File: config.mk
export PLATFORM = sky130hd
export DESIGN_NAME = pipe_reg_chain
export DESIGN_NICKNAME = d
export VERILOG_FILES = /design/src/rtl/gpu_pipe_pkg.sv /design/src/rtl/pipe_reg_stage.sv /design/src/rtl/pipe_reg_chain.sv
export SDC_FILE = /design/constraint.sdc
export NUM_CORES = 1
export LEC_CHECK = 0
export CAP_MARGIN = 25
export CORE_MARGIN = 2
export CORE_UTILIZATION = 25
export DETAILED_ROUTE_END_ITERATION = 10
export GPL_ROUTABILITY_DRIVEN = 0
export PLACE_DENSITY = 0.54
export RECOVER_POWER = 50
export SLEW_MARGIN = 10
export SYNTH_ARGS = -nofsm -noshare
export SYNTH_HDL_FRONTEND = slang
export SYNTH_HIERARCHICAL = 1
export SYNTH_SLANG_ARGS = --single-unit
File: constraint.sdc
create_clock -name clk -period 2.1 [get_ports clk]
set_input_delay 0.42 -clock clk [delete_from_list [all_inputs] [get_ports clk]]
set_output_delay 0.42 -clock clk [all_outputs]
set_load 0.05 [all_outputs]
File: src/rtl/gpu_pipe_pkg.sv
// Shared constants and helpers for the GPU retiming pipeline blocks.
package gpu_pipe_pkg;

    localparam int GPU_DATA_W = 32;

    // Widest valid vector popcount accepts; callers zero-extend into it.
    localparam int POP_MAX_W = 64;

    function automatic int unsigned popcount(input logic [POP_MAX_W-1:0] bits);
        int unsigned cnt;
        cnt = 0;
        for (int i = 0; i < POP_MAX_W; i++) begin
            if (bits[i]) cnt++;
        end
        return cnt;
    endfunction

endpackage

File: src/rtl/pipe_reg_stage.sv
// One elastic stage: a valid/data register that loads whenever it is empty
// or its downstream neighbour is ready.
module pipe_reg_stage
    import gpu_pipe_pkg::*;
#(
    parameter int WIDTH = GPU_DATA_W
) (
    input  logic             clk,
    input  logic             rst_n,
    input  logic             flush,
    input  logic             up_valid,
    input  logic [WIDTH-1:0] up_data,
    input  logic             dn_ready,
    output logic             rdy,
    output logic             v,
    output logic [WIDTH-1:0] d
);

    logic             v_q, v_d;
    logic [WIDTH-1:0] d_q, d_d;

    assign rdy = !v_q || dn_ready;
    assign v   = v_q;
    assign d   = d_q;

    always_comb begin
        // NOTE: hold values are assigned first so no path leaves v_d/d_d unassigned (no latch).
        v_d = v_q;
        d_d = d_q;
        if (rdy) begin
            v_d = up_valid;
            if (up_valid) d_d = up_data;
        end
    end

    always_ff @(posedge clk) begin
        // NOTE: state updates use <= so every stage samples its neighbour's pre-edge value.
        if (!rst_n) begin
            // NOTE: the data register is reset too, so out_data reads 0 after reset.
            v_q <= 1'b0;
            d_q <= '0;
        end else if (flush) begin
            v_q <= 1'b0;
        end else begin
            v_q <= v_d;
            d_q <= d_d;
        end
    end

endmodule

File: src/rtl/pipe_reg_chain.sv
// DEPTH-stage elastic register pipeline with valid/ready backpressure,
// bubble collapsing, synchronous flush and a registered occupancy count.
module pipe_reg_chain
    import gpu_pipe_pkg::*;
#(
    parameter  int WIDTH = GPU_DATA_W,
    parameter  int DEPTH = 2,
    localparam int OCC_W = $clog2(DEPTH + 1)
) (
    input  logic             clk,
    input  logic             rst_n,
    input  logic             in_valid,
    output logic             in_ready,
    input  logic [WIDTH-1:0] in_data,
    output logic             out_valid,
    input  logic             out_ready,
    output logic [WIDTH-1:0] out_data,
    input  logic             flush,
    output logic [OCC_W-1:0] occupancy
);

    logic [DEPTH-1:0] v;
    logic [DEPTH-1:0] v_nxt;
    logic [WIDTH-1:0] d [DEPTH];

    logic [OCC_W-1:0]     occ_q, occ_d;
    logic [POP_MAX_W-1:0] pop_in;

    // Each stage's ready lives in its own generate block so the ready chain
    // is a series of distinct nets rather than one self-referencing vector.
    for (genvar i = 0; i < DEPTH; i++) begin : g_stage
        logic             stage_rdy;
        logic             dn_rdy;
        logic             up_v;
        logic [WIDTH-1:0] up_d;

        if (i == 0) begin : g_head
            assign up_v = in_valid && in_ready;
            assign up_d = in_data;
        end else begin : g_body
            assign up_v = v[i-1];
            assign up_d = d[i-1];
        end

        if (i == DEPTH - 1) begin : g_tail
            assign dn_rdy = out_ready;
        end else begin : g_link
            assign dn_rdy = g_stage[i+1].stage_rdy;
        end

        pipe_reg_stage #(.WIDTH(WIDTH)) u_stage (
            .clk      (clk),
            .rst_n    (rst_n),
            .flush    (flush),
            .up_valid (up_v),
            .up_data  (up_d),
            .dn_ready (dn_rdy),
            .rdy      (stage_rdy),
            .v        (v[i]),
            .d        (d[i])
        );

        // Mirror of the stage's next valid bit, used only for occupancy.
        assign v_nxt[i] = !flush && (stage_rdy ? up_v : v[i]);
    end

    assign in_ready  = g_stage[0].stage_rdy && !flush && rst_n;
    assign out_valid = v[DEPTH-1];
    assign out_data  = d[DEPTH-1];
    assign occupancy = occ_q;

    always_comb begin
        pop_in            = '0;
        pop_in[DEPTH-1:0] = v_nxt;
        occ_d             = OCC_W'(popcount(pop_in));
    end

    always_ff @(posedge clk) begin
        if (!rst_n) occ_q <= '0;
        else        occ_q <= occ_d;
    end

endmodule
==> flow_metrics.tcl <==
set metrics [dict create \
    status "complete, no violations" \
    ctsHoldBuffers 0 \
    rsz0062_at_grt "false" \
    critPathBufInv 3 \
    grt_use_total 0.0956 \
    p_per_area_nw_per_um2 731 \
    stdcell_area_um2 3980 \
    startpoint_type "input pin" \
    slew_headroom 0.527 \
    dieArea_um2 12300 \
    synth-seq-area-share 0.475 \
    crit_family "buffers and inverters" \
    crit_path_cell_trace "dlygate4sd3_1 -> clkbuf_2 -> nor3b_1 -> buf_12 -> mux2i_1" \
    routed_wl_mm 5.70 \
    drv_cap 0 \
    slew_viol_final 0 \
    totalNegativeSetupSlack_ps 0 \
    pin_count 73 \
    synthCells 306 \
    crit_arrival_ps 2230 \
    clock.fmax_ghz 0.503 \
    h-tree-depth 3 \
    row_count 39 \
    cts_tree "done" \
    yosysWarningCount 6 \
    drt_iter0_markers 101 \
    synth.avg_cell_area_um2 9.37 \
    p_leak_nw 1.36 \
    fin_crit_sh 0.946 \
    max_stage_delay_ps 610 \
    clk_latency_ps 320 \
    root_buffer "clkbuf_16" \
    nets 415 \
    die-height_um 111 \
    postPlaceCellArea_um2 3710 \
    portBuffers 72 \
    grt_max_degree 131 \
    seqPwrFrac 0.452 \
    wl_per_cell_um 10.9 \
    insertedDiodeCount 0 \
    total_power_mw 2.91 \
    cpMaxStageDelayCell "nor3b_1" \
    pwr-share-comb 0.065 \
    pwr-share-clk 0.484 \
    period_needed_ps 1990 \
    ant_nets 0 \
    synthToLayoutAreaGrowth_pct 38.9 \
    drc 0 \
    post_cts_buffers 0 \
    grt_pass1_wl_mm 9.64 \
    synth_cell_types 23 \
    die_w_um 111 \
    drive_above_1_share 0.0840 \
    finalSetupViolCount 0 \
    cts_inserted_buffers 9 \
    start_util 0.253 \
    clock-sinks 68 \
    finalHoldViolations 0 \
    grt_pass1_vias 2136 \
    syn_nets 343 \
    final_common_cell "nand2_1" \
    crit_type "input pin to flip-flop" \
    clockBufferDepth 2 \
    dp_slack_ps -115 \
    layout_common_cells "nand2_1, dfxtp_1, clkdlybuf4s50_1" \
    worstPathRequired_ps 2340 \
    grt_remaining_overflow 0 \
    synth-seq-cells 68 \
    antenna_found_initial 0 \
    hold_class "flip-flop to flip-flop" \
    hpwl_mm 3.81 \
    worst-path-max-fanout 17 \
    vias 2165 \
    tightest_slew_ps 707 \
    core_um2 11300 \
    swShare 0.213 \
    p_int_mw 2.29 \
    endpoint_kind "flip-flop" \
    net-switching-power_uw 619 \
    irDropWorstVdd_mv 0.263 \
    clk_pin_slew_ps 50 \
    syn_area_um2 2870 \
    vias_per_cell 4.13 \
    detail_route.first_pass.iterations 4 \
    clock_skew_ps 3.77 \
    finalWorstSetupSlack_ps 112 \
]
## per-stage QoR
step | hold slack, ps | util | cells
3_3_place_gp | 443 | 0.328 | 510
5_1_grt | 459 | 0.352 | 524
6_report | 453 | 0.352 | 524
3_5_place_dp | 446 | 0.328 | 510
2_1_floorplan | 435 | - | 306
4_1_cts | 451 | 0.353 | 524
## state kept, by name (all words and copies together), names as in the netlist
name / flops
g_stage.u_stage/v: 2
g_stage.u_stage/d: 64
occupancy: 2
## power by group through the flow
| stage | Sequential, mW | Clock [mW] | Combinational (mW) |
|---|---|---|---|
| finish | 1.31 | 1.41 | 0.188 |
| global route | 1.31 | 1.52 | 0.207 |
| CTS | 1.31 | 1.47 | 0.194 |
| detailed placement | 1.34 | 0 | 0.193 |
| global placement | 1.34 | 0 | 0.192 |
| floorplan | 1.34 | 0 | 0.0981 |
## timing repair
action,4_1_cts,5_1_grt
gates cloned,0,0
endpoints found under the setup margin,1,1
resized for setup,2,1
pin swaps,0,0
## cells by family (layout without fill, tap and decap cells)
group           Yosys count  in the layout  synth area share
compound gates            4              4            0.0100
xor+xnor                  3              3           0.00917
buf+inv                  25            100            0.0755
flops                    68             68             0.475
mux                      64             64             0.223
simple gates            142            142             0.207
## worst register-to-register path: stages (launching register included)
cell and delay (ps):
dfxtp_2 350, nor2b_4 130, buf_4 130, nor3b_1 580, buf_12 260, mux2i_1 240
## synth_stat cells
| cell | instances | area (µm²) |
|---|---|---|
| buf_2 | 2 | 10.0 |
| dfxtp_1 | 68 | 1360 |
| mux2i_1 | 64 | 641 |
| and2_2 | 1 | 7.51 |
| nor3b_1 | 2 | 15.0 |
| clkbuf_1 | 10 | 37.5 |
| a21oi_1 | 1 | 5.00 |
| nor2b_1 | 1 | 6.26 |
| nor2_1 | 3 | 11.3 |
| nand3_1 | 1 | 5.00 |
| a21boi_1 | 1 | 7.51 |
| xor2_1 | 3 | 26.3 |
| inv_1 | 3 | 11.3 |
| nor2b_4 | 2 | 27.5 |
| a22oi_1 | 1 | 7.51 |
| buf_4 | 2 | 15.0 |
| nand2_1 | 128 | 480 |
| buf_6 | 2 | 22.5 |
| and2b_1 | 1 | 7.51 |
| and3_2 | 1 | 7.51 |
| buf_12 | 6 | 120 |
| nor3b_2 | 2 | 25.0 |
| o221ai_1 | 1 | 8.76 |
## path summary, 6_finish.rpt
path / to / slack [ps] / start / cells after the start
worst max-delay path: g_stage[1].u_stage/d[25]$_SDFFE_PN0P_ / 110 / flush / 5
worst min-delay path: g_stage[1].u_stage/d[18]$_SDFFE_PN0P_ / 450 / g_stage[0].u_stage/d[18]$_SDFFE_PN0P_ / 2
worst max register to register: g_stage[1].u_stage/d[25]$_SDFFE_PN0P_ / 340 / g_stage[1].u_stage/v$_SDFFE_PP0P_ / 5
worst min register to register: g_stage[1].u_stage/d[18]$_SDFFE_PN0P_ / 450 / g_stage[0].u_stage/d[18]$_SDFFE_PN0P_ / 2
## layout make-up
class | instances | area, µm²
Sequential cell | 68 | 1360
Tap cell | 143 | 179
Fill cell | 1185 | 7340
Clock buffer | 13 | 270
Inverter | 3 | 11.3
Clock inverter | 1 | 7.51
Multi-Input combinational cell | 213 | 1290
Timing Repair Buffer | 83 | 861
## per-layer routing
metal / vias to the layer above / track usage / wire length (µm)
li1: 1124 / - / -
met1: 985 / 0.110 / 2590
met2: 47 / 0.159 / 2720
met3: 9 / 0.0366 / 280
met4: 0 / 0.0395 / 102
met5: - / 0 / 0
(Power assumes the default switching activity.)
